===== src/rtl/uart_pkg.sv =====
// Shared types and helpers for the UART transmit path.
package uart_pkg;

  localparam int UART_DIV_W = 16;

  typedef enum logic [2:0] {
    IDLE,
    START,
    DATA,
    PARITY,
    STOP
  } uart_tx_state_t;

  // Zero-extended data does not change the XOR, so narrower frames reuse this.
  function automatic logic calc_parity(input logic [7:0] data, input logic odd);
    return (^data) ^ odd;
  endfunction

endpackage


===== src/rtl/uart_tx_flow_sync_ff.sv =====
// N-stage flip-flop synchroniser for a single asynchronous input.
module sync_ff #(
  parameter int   STAGES    = 2,
  parameter logic RESET_VAL = 1'b0
) (
  input  logic clk,
  input  logic rst,
  input  logic d,
  output logic q
);

  logic [STAGES-1:0] chain;

  always_ff @(posedge clk or negedge rst) begin
    if (!rst) begin
      chain <= {STAGES{RESET_VAL}};
    end else begin
      chain <= {chain[STAGES-2:0], d};
    end
  end

  assign q = chain[STAGES-1];

endmodule


===== src/rtl/uart_tx_flow.sv =====
// UART transmitter with CTS flow control and runtime baud divisor.
module uart_tx_flow
  import uart_pkg::*;
#(
  parameter int DATA_BITS       = 8,
  parameter int PARITY_EN       = 0,
  parameter int PARITY_ODD      = 0,
  parameter int STOP_BITS       = 1,
  parameter int CTS_SYNC_STAGES = 2
) (
  input  logic                  clk,
  input  logic                  rst,
  input  logic [DATA_BITS-1:0]  tx_data,
  input  logic                  tx_valid,
  output logic                  tx_ready,
  input  logic [UART_DIV_W-1:0] baud_divisor,
  input  logic                  uart_cts_n,
  output logic                  uart_tx,
  output logic                  tx_busy,
  output logic                  frame_start,
  output logic                  byte_transmitted
);

  localparam int               BIT_W     = $clog2(DATA_BITS + 1);
  localparam logic [BIT_W-1:0] LAST_DATA = BIT_W'(DATA_BITS - 1);
  localparam logic [BIT_W-1:0] LAST_STOP = BIT_W'(STOP_BITS - 1);

  // Divisors 0 and 1 both mean one clock per bit.
  function automatic logic [UART_DIV_W-1:0] sat_div(input logic [UART_DIV_W-1:0] d);
    return (d < UART_DIV_W'(2)) ? UART_DIV_W'(1) : d;
  endfunction

  logic                  cts_sync;
  logic                  cts_ok;
  logic                  accept;
  logic                  shift_en;
  uart_tx_state_t        state;
  uart_tx_state_t        state_nxt;
  logic [UART_DIV_W-1:0] baud_cnt;
  logic [UART_DIV_W-1:0] baud_nxt;
  logic [UART_DIV_W-1:0] div_q;
  logic [BIT_W-1:0]      bit_cnt;
  logic [BIT_W-1:0]      bit_nxt;
  logic [DATA_BITS-1:0]  shreg;
  logic                  par_q;
  logic [7:0]            data_ext;

  sync_ff #(
    .STAGES   (CTS_SYNC_STAGES),
    .RESET_VAL(1'b1)
  ) u_cts_sync (
    .clk(clk),
    .rst(rst),
    .d  (uart_cts_n),
    .q  (cts_sync)
  );

  assign cts_ok   = ~cts_sync;
  assign tx_ready = (state == IDLE) && cts_ok;
  assign accept   = tx_valid && tx_ready;
  assign tx_busy  = (state != IDLE);
  assign data_ext = 8'(tx_data);

  always_ff @(posedge clk or negedge rst) begin
    if (!rst) begin
      state       <= IDLE;
      baud_cnt    <= '0;
      bit_cnt     <= '0;
      frame_start <= 1'b0;
    end else begin
      state       <= state_nxt;
      baud_cnt    <= baud_nxt;
      bit_cnt     <= bit_nxt;
      frame_start <= accept;
    end
  end

  // Frame payload is captured once at accept so input changes mid-frame are ignored.
  always_ff @(posedge clk) begin
    if (accept) begin
      shreg <= tx_data;
      div_q <= sat_div(baud_divisor);
      par_q <= calc_parity(data_ext, PARITY_ODD != 0);
    end else if (shift_en) begin
      shreg <= shreg >> 1;
    end
  end

  always_comb begin
    state_nxt        = state;
    baud_nxt         = baud_cnt;
    bit_nxt          = bit_cnt;
    shift_en         = 1'b0;
    uart_tx          = 1'b1;
    byte_transmitted = 1'b0;
    if (state != IDLE) begin
      baud_nxt = (baud_cnt == '0) ? div_q - UART_DIV_W'(1) : baud_cnt - UART_DIV_W'(1);
    end
    case (state)
      IDLE: begin
        if (accept) begin
          state_nxt = START;
          baud_nxt  = sat_div(baud_divisor) - UART_DIV_W'(1);
          bit_nxt   = '0;
        end
      end
      START: begin
        uart_tx = 1'b0;
        if (baud_cnt == '0) state_nxt = DATA;
      end
      DATA: begin
        uart_tx = shreg[0];
        if (baud_cnt == '0) begin
          shift_en = 1'b1;
          if (bit_cnt == LAST_DATA) begin
            bit_nxt   = '0;
            state_nxt = (PARITY_EN != 0) ? PARITY : STOP;
          end else begin
            bit_nxt = bit_cnt + BIT_W'(1);
          end
        end
      end
      PARITY: begin
        uart_tx = par_q;
        if (baud_cnt == '0) state_nxt = STOP;
      end
      STOP: begin
        if (baud_cnt == '0) begin
          if (bit_cnt == LAST_STOP) begin
            byte_transmitted = 1'b1;
            state_nxt        = IDLE;
          end else begin
            bit_nxt = bit_cnt + BIT_W'(1);
          end
        end
      end
      default: state_nxt = IDLE;
    endcase
  end

endmodule


===== config.mk =====
export PLATFORM = sky130hd
export DESIGN_NAME = uart_tx_flow
export DESIGN_NICKNAME = d
export VERILOG_FILES = /design/src/rtl/uart_pkg.sv /design/src/rtl/uart_tx_flow_sync_ff.sv /design/src/rtl/uart_tx_flow.sv
export SDC_FILE = /design/constraint.sdc
export NUM_CORES = 1
export LEC_CHECK = 0
export ABC_AREA = 1
export CORE_ASPECT_RATIO = 1.1
export CORE_MARGIN = 2
export CORE_UTILIZATION = 28
export DETAILED_ROUTE_END_ITERATION = 7
export SYNTH_ARGS = -nofsm -noshare
export SYNTH_HDL_FRONTEND = slang
export SYNTH_HIERARCHICAL = 1
export SYNTH_SLANG_ARGS = --single-unit

===== constraint.sdc =====
create_clock -name clk -period 6.55 [get_ports clk]
set_input_delay 1.31 -clock clk [delete_from_list [all_inputs] [get_ports clk]]
set_output_delay 1.31 -clock clk [all_outputs]
set_load 0.02 [all_outputs]

# Word level (Yosys, flattened, before mapping)
# Cells that the tools add are included.
[classes] n_mux=27 n_reduce_logical=11 n_addsub=4 n_bitwise=1 magnitude_cmp=1 n_eq_ne=13
[ops] cell="16-bit two-way mux" n=5
[ops] cell="16-bit by 1-bit subtractor with 16-bit output (second input constant)" n=3
[ops] cell="3-bit two-way mux" n=7
[ops] cell="4-bit two-way mux" n=5
[ops] cell="16-bit logical NOT" n=1
[ops] cell="16-bit by 2-bit less-than comparator with 1-bit output (second input constant)" n=1
[ops] cell="8-bit two-way mux" n=2
[ops] cell="2-bit inequality test (second input constant)" n=8
[ops] cell="3-bit case mux with 5 select lines" n=1
[ops] cell="4-bit case mux with 3 select lines" n=1
[ops] cell="8-bit XOR reduction" n=1
[ops] cell="7-bit AND reduction" n=1
[ops] cell="3-bit by 2-bit equality test with 1-bit output (second input constant)" n=2
[ops] cell="3-bit nonzero test" n=2
[ops] cell="1-bit two-way mux" n=5
[ops] cell="5-bit AND reduction" n=1
[ops] cell="4-bit by 1-bit adder with 4-bit output (second input constant)" n=1
[ops] cell="4-bit by 3-bit equality test with 1-bit output (second input constant)" n=1
[ops] cell="4-bit logical NOT" n=1
[ops] cell="3-bit by 1-bit equality test with 1-bit output (second input constant)" n=1
[ops] cell="3-bit equality test (second input constant)" n=1
[ops] cell="3-bit logical NOT" n=1
[ops] cell="1-bit case mux with 3 select lines" n=1
[ops] cell="1-bit logical AND" n=2
[ops] cell="2 further kinds" n=2
[word_totals] reg_bits=51 output_inout_bits=5

# Logic depth before layout (Yosys ltp)
[logic_depth] ltp_word=5 depth_mapped=16

# By module
# The synthesis kept the hierarchy.
[by_module_without_submodules] module="uart_tx_flow" instances=1 seq_area_each_um2=1351.3 cells_per_inst=487 area_each_um2=3459.6
[by_module_without_submodules] module="sync_ff" instances=1 seq_area_each_um2=52.6 cells_per_inst=2 area_each_um2=52.6

# Worst setup path before layout
# No wires, ideal clock.
[synth_timing] kind="input to register" start="input port baud_divisor[5]" end="register baud_cnt[14]" setup_ns=0.121 arrival_ns=2.713 path_stages=15 required_time_ns=6.429 slack_ns=3.716 cell_sequence="inv_1 -> nand2_1 -> nor2_1 -> nand3_1 -> nand2_1 -> inv_1 -> ha_1 -> nand2_1 -> nor2_1 -> nand2_1 -> nor2_1 -> nand3_1 -> xnor2_1 -> a22oi_1 -> nand2_1"
[synth_between] elab_chain_len=5
[synth_rtl] item="start, declared" line_no="uart_tx_flow.sv:16" rtl="input logic [UART_DIV_W-1:0] baud_divisor,"
[synth_rtl] item="16-bit by 2-bit less-than comparator with 1-bit output" line_no="uart_tx_flow.sv:30" rtl="return (d < UART_DIV_W'(2)) ? UART_DIV_W'(1) : d;"
[synth_rtl] item="16-bit two-way mux (*)" line_no="uart_tx_flow.sv:30"
[synth_rtl] item="16-bit by 1-bit subtractor with 16-bit output (*)" line_no="uart_tx_flow.sv:103" rtl="baud_nxt = sat_div(baud_divisor) - UART_DIV_W'(1);"
[synth_rtl] item="16-bit two-way mux (*)" line_no="uart_tx_flow.sv:101" rtl="if (accept) begin"
[synth_rtl] item="16-bit two-way mux (*)" line_no="uart_tx_flow.sv:99" rtl="case (state)"
[synth_rtl] item="net baud_nxt[14]" line_no="uart_tx_flow.sv:40" rtl="logic [UART_DIV_W-1:0] baud_nxt;"
[synth_rtl] item="end signal, assigned" line_no="uart_tx_flow.sv:72" rtl="baud_cnt <= baud_nxt;"
[synth_rtl] item="end, declared" line_no="uart_tx_flow.sv:39" rtl="logic [UART_DIV_W-1:0] baud_cnt;"
# Mark *: on every way through the listed nets, which the timed path passes. The rest lies on a longest branch.
# A chain may end at the register's enable or synchronous reset.

# Worst setup path in the final report
[layout_timing] start="register baud_cnt[3]" end="output port byte_transmitted"
[layout_between] elab_chain_len=3
[layout_rtl] item="16-bit logical NOT" line_no="uart_tx_flow.sv:128" rtl="if (baud_cnt == '0) begin"
[layout_rtl] item="1-bit two-way mux" line_no="uart_tx_flow.sv:128"
[layout_rtl] item="1-bit two-way mux" line_no="uart_tx_flow.sv:99"
[layout_rtl] item="end, declared" line_no="uart_tx_flow.sv:21" rtl="output logic byte_transmitted"
# No other way between the ends.

==> impl_metrics.env <==
export IMPL_cts_root_buf="clkbuf_16"
export IMPL_seqCellArea_mm2=0.001404
export IMPL_vias=3075
export IMPL_multi_input_area_mm2=0.001720
export IMPL_grt_max_degree=42
export IMPL_worstSkewPairLatency_ns=0.30
export IMPL_fin_skew_ns=0.006553
export IMPL_gp_congestion=0.8604
export IMPL_coreArea_mm2=0.01214
export IMPL_worstRegToRegCells=5
export IMPL_syn_area_mm2=0.003512
export IMPL_first_pass_iters=4
export IMPL_port_buffers=32
export IMPL_grt_pass1_vias=3028
export IMPL_fp_dieW_um=110.8
export IMPL_antenna_cells=0
export IMPL_netSwitchingPower_mw=0.6419
export IMPL_start_kind="flop"
export IMPL_timing_rr_start="baud_cnt[3]"
export IMPL_syn_inst=489
export IMPL_crit_chain="nor2_1, nand2_1, nor2_2, nand2_2, nor2_1, clkdlybuf4s50_1"
export IMPL_yosysSeqAreaShare_pct=39.97
export IMPL_area_growth_syn_to_layout_pct=15.18
export IMPL_max_slew_margin_pct=25.13
export IMPL_intPower_mw=0.8131
export IMPL_fmax_mhz=239.8
export IMPL_reg2reg_slack_ns=3.48
export IMPL_grt_usage_pct=13.03
export IMPL_status="completed"
export IMPL_combinationalPowerShare_pct=47.6
export IMPL_ys_flop_type="edfxtp_1"
export IMPL_synth_edff_count=25
export IMPL_avgSynthCellArea_um2=7.182
export IMPL_cp_num_buf_inv=1
export IMPL_cp_slowest_stage_delay_ns=0.65
export IMPL_io_pins=33
export IMPL_ctsHtreeMaxLevel=2
export IMPL_critPathCaptureType="output port"
export IMPL_dp_final_hpwl_mm=6.525
export IMPL_crit_top_cell="nor2_1"
export IMPL_chipHeight_um=121.5
export IMPL_cp_required_ns=5.24
export IMPL_hold_start="u_cts_sync/chain[0]"
export IMPL_placed_cells=651
export IMPL_antenna_found_initial=0
export IMPL_hold_path_depth=0
export IMPL_wl_per_cell_um=12.67
export IMPL_whs_endpoint="u_cts_sync/chain[1]"
export IMPL_grt_pass1_wl_mm=14.30
export IMPL_start_util_pct=28.93
export IMPL_synth_top_cell_area_share_pct=21.38
export IMPL_clkPwrFrac_pct=18.5
export IMPL_path_class="reg -> out"
export IMPL_ys_ff_latch=51
export IMPL_setup_tns_ns=0
export IMPL_hold_viol=0
export IMPL_setup_viol=0
export IMPL_overflow=0
export IMPL_cpLargestDelayFamily="simple AND/OR/NAND/NOR gates"
export IMPL_period_needed_ns=4.170
export IMPL_synth_area_leaders="edfxtp_1 (21%), dfrtp_1 (17%), nand2_1 (14%)"
export IMPL_cts_sinks=51
export IMPL_row_count=42
export IMPL_seqPwrFrac_pct=33.8
export IMPL_fin_nets=536
export IMPL_worst_pin_slew_ns=1.111
export IMPL_fin_cells=659
export IMPL_drcViolationCount=0
export IMPL_maxSlewViolCount=0
export IMPL_viasPerCell=4.666
export IMPL_hp_class="reg -> reg"
export IMPL_final_core_util_pct=33.32
export IMPL_clk_path_buf_depth=2
export IMPL_fillers=1271
export IMPL_yosys_warnings=6
export IMPL_sw_frac_of_total_pct=44.12
export IMPL_cts_resized=0
export IMPL_drive_gt1_share_pct=8.317
export IMPL_synth_fp_nets=521
export IMPL_yosys_area_top_type="edfxtp_1"
export IMPL_path_max_fanout=20
export IMPL_cts_tree="yes"
export IMPL_postRouteAntennaNets=0
export IMPL_slowest_stage="nor2_2"
export IMPL_async_reset_ff_share_pct=50.98
export IMPL_postCtsHoldBufs=0
export IMPL_power_density_mw_per_mm2=359.7
export IMPL_rsz0062_at_grt="no"
export IMPL_r2r_end="shreg[1]"
export IMPL_period_share_pct=63.67
export IMPL_drv_cap=0
export IMPL_post_cts_setup_buffers=0
export IMPL_die_area_mm2=0.01346
export IMPL_cts_made_buffers=5
export IMPL_drt_wl_total_mm=8.347
export IMPL_vdd_drop_max_mv=0.1215
export IMPL_synth_distinct_cells=39
export IMPL_dr_first_iter_drc_count=225
export IMPL_critical_path_arrival_ns=2.86
export IMPL_clk_pin_slew_ns=0.07
export IMPL_leakage_nw=1.807
-- metal layers --
metal / part of all wire, % / global-route usage [%] / vias up
met5: 0 / 0 / -
met3: 2.8 / 1.698 / 9
met2: 49 / 22.74 / 64
met1: 47 / 16.60 / 1427
met4: 1.6 / 4.609 / 0
li1: - / - / 1575
-- worst reg2reg max path, stage by stage, from the launching register on --
cell and delay [ns]:
dfrtp_1 0.41, nor2_1 0.11, nand2_1 0.11, nor2_2 0.65, nand2_2 0.42, o21ai_0 0.99
-- how the worst max path moves through the flow --
stage | cells past startpoint | from | endpoint | slack, ns
after floorplan | 15 | baud_divisor[5] | baud_cnt[14] | 3.72
after global placement | 16 | baud_divisor[4] | baud_cnt[14] | 2.68
after detailed placement | 16 | baud_divisor[4] | baud_cnt[14] | 2.67
after CTS | 6 | baud_cnt[3] | byte_transmitted | 2.40
after global routing | 6 | baud_cnt[3] | byte_transmitted | 2.19
final | 6 | baud_cnt[3] | byte_transmitted | 2.38
-- sequential cells by signal (all words and copies together), names as in the netlist --
signal            flops
div_q                16
u_cts_sync/chain      2
par_q                 1
bit_cnt               4
state                 3
frame_start           1
shreg                 8
baud_cnt             16
-- placed cells by master, fill, tap and decap left out, types with 3 or more instances in the layout --
cell type / Yosys / routed
o21bai_1: 3 / 3
clkdlybuf4s50_1: 0 / 32
edfxtp_1: 25 / 25
a22oi_1: 3 / 3
clkbuf_16: 0 / 5
xnor2_1: 10 / 10
nand2_2: 13 / 13
nor2_2: 6 / 6
nor2_4: 4 / 4
dfrtp_1: 24 / 24
nand3b_1: 6 / 6
a21oi_1: 13 / 13
nand2_1: 134 / 134
xor2_1: 4 / 4
o21ai_1: 3 / 3
nor3_1: 5 / 5
ha_1: 4 / 4
nor2_1: 63 / 63
inv_1: 62 / 62
o21ai_0: 16 / 16
nand3_1: 45 / 45
-- power by group through the flow --
stage	logic, mW	clock network (mW)	registers, mW
after detailed placement	0.687	0	0.498
after global placement	0.676	0	0.491
after CTS	0.692	0.276	0.492
final	0.693	0.270	0.492
after global routing	0.795	0.285	0.504
after floorplan	0.525	0	0.483
-- cells by family after synthesis --
| family | count (synthesis) | synth area share, % |
|---|---|---|
| adders and majority gates | 4 | 1.425 |
| AOI/OAI and AO/OA | 46 | 7.553 |
| buffers and inverters | 90 | 11.04 |
| and+or+nand+nor | 284 | 36.52 |
| xor gates and xnor gates | 14 | 3.491 |
| DFF | 51 | 39.97 |
-- cell usage after synthesis (6+ instances only) --
cell type / instances
nand2_2: 13
clkbuf_1: 20
nand3_1: 45
nor2_1: 63
a21oi_1: 13
xnor2_1: 10
nand3b_1: 6
edfxtp_1: 25
dfrtp_1: 24
nand2_1: 134
inv_1: 62
nor2_2: 6
o21ai_0: 16
-- final cells by class --
cell class / count / share of cell area (%)
flip-flops and latches: 51 / 34.70
well taps: 154 / 4.763
multi-input cells: 348 / 42.53
repair buffers: 34 / 8.290
clock buffers: 5 / 3.093
inverters: 64 / 5.939
clock inverters: 3 / 0.6805
-- stage by stage --
step | hold WS [ns] | power [mW] | worst slack [ns] | instance area [µm²]
2_1_floorplan | 0.3452 | 1.008 | 3.716 | 3512
3_3_place_gp | 0.3470 | 1.167 | 2.682 | 3892
3_5_place_dp | 0.3551 | 1.186 | 2.666 | 3892
4_1_cts | 0.3697 | 1.460 | 2.398 | 4045
5_1_grt | 0.3724 | 1.584 | 2.193 | 4045
6_report | 0.3671 | 1.455 | 2.380 | 4045
No activity file was read; power rests on OpenSTA's default activity.
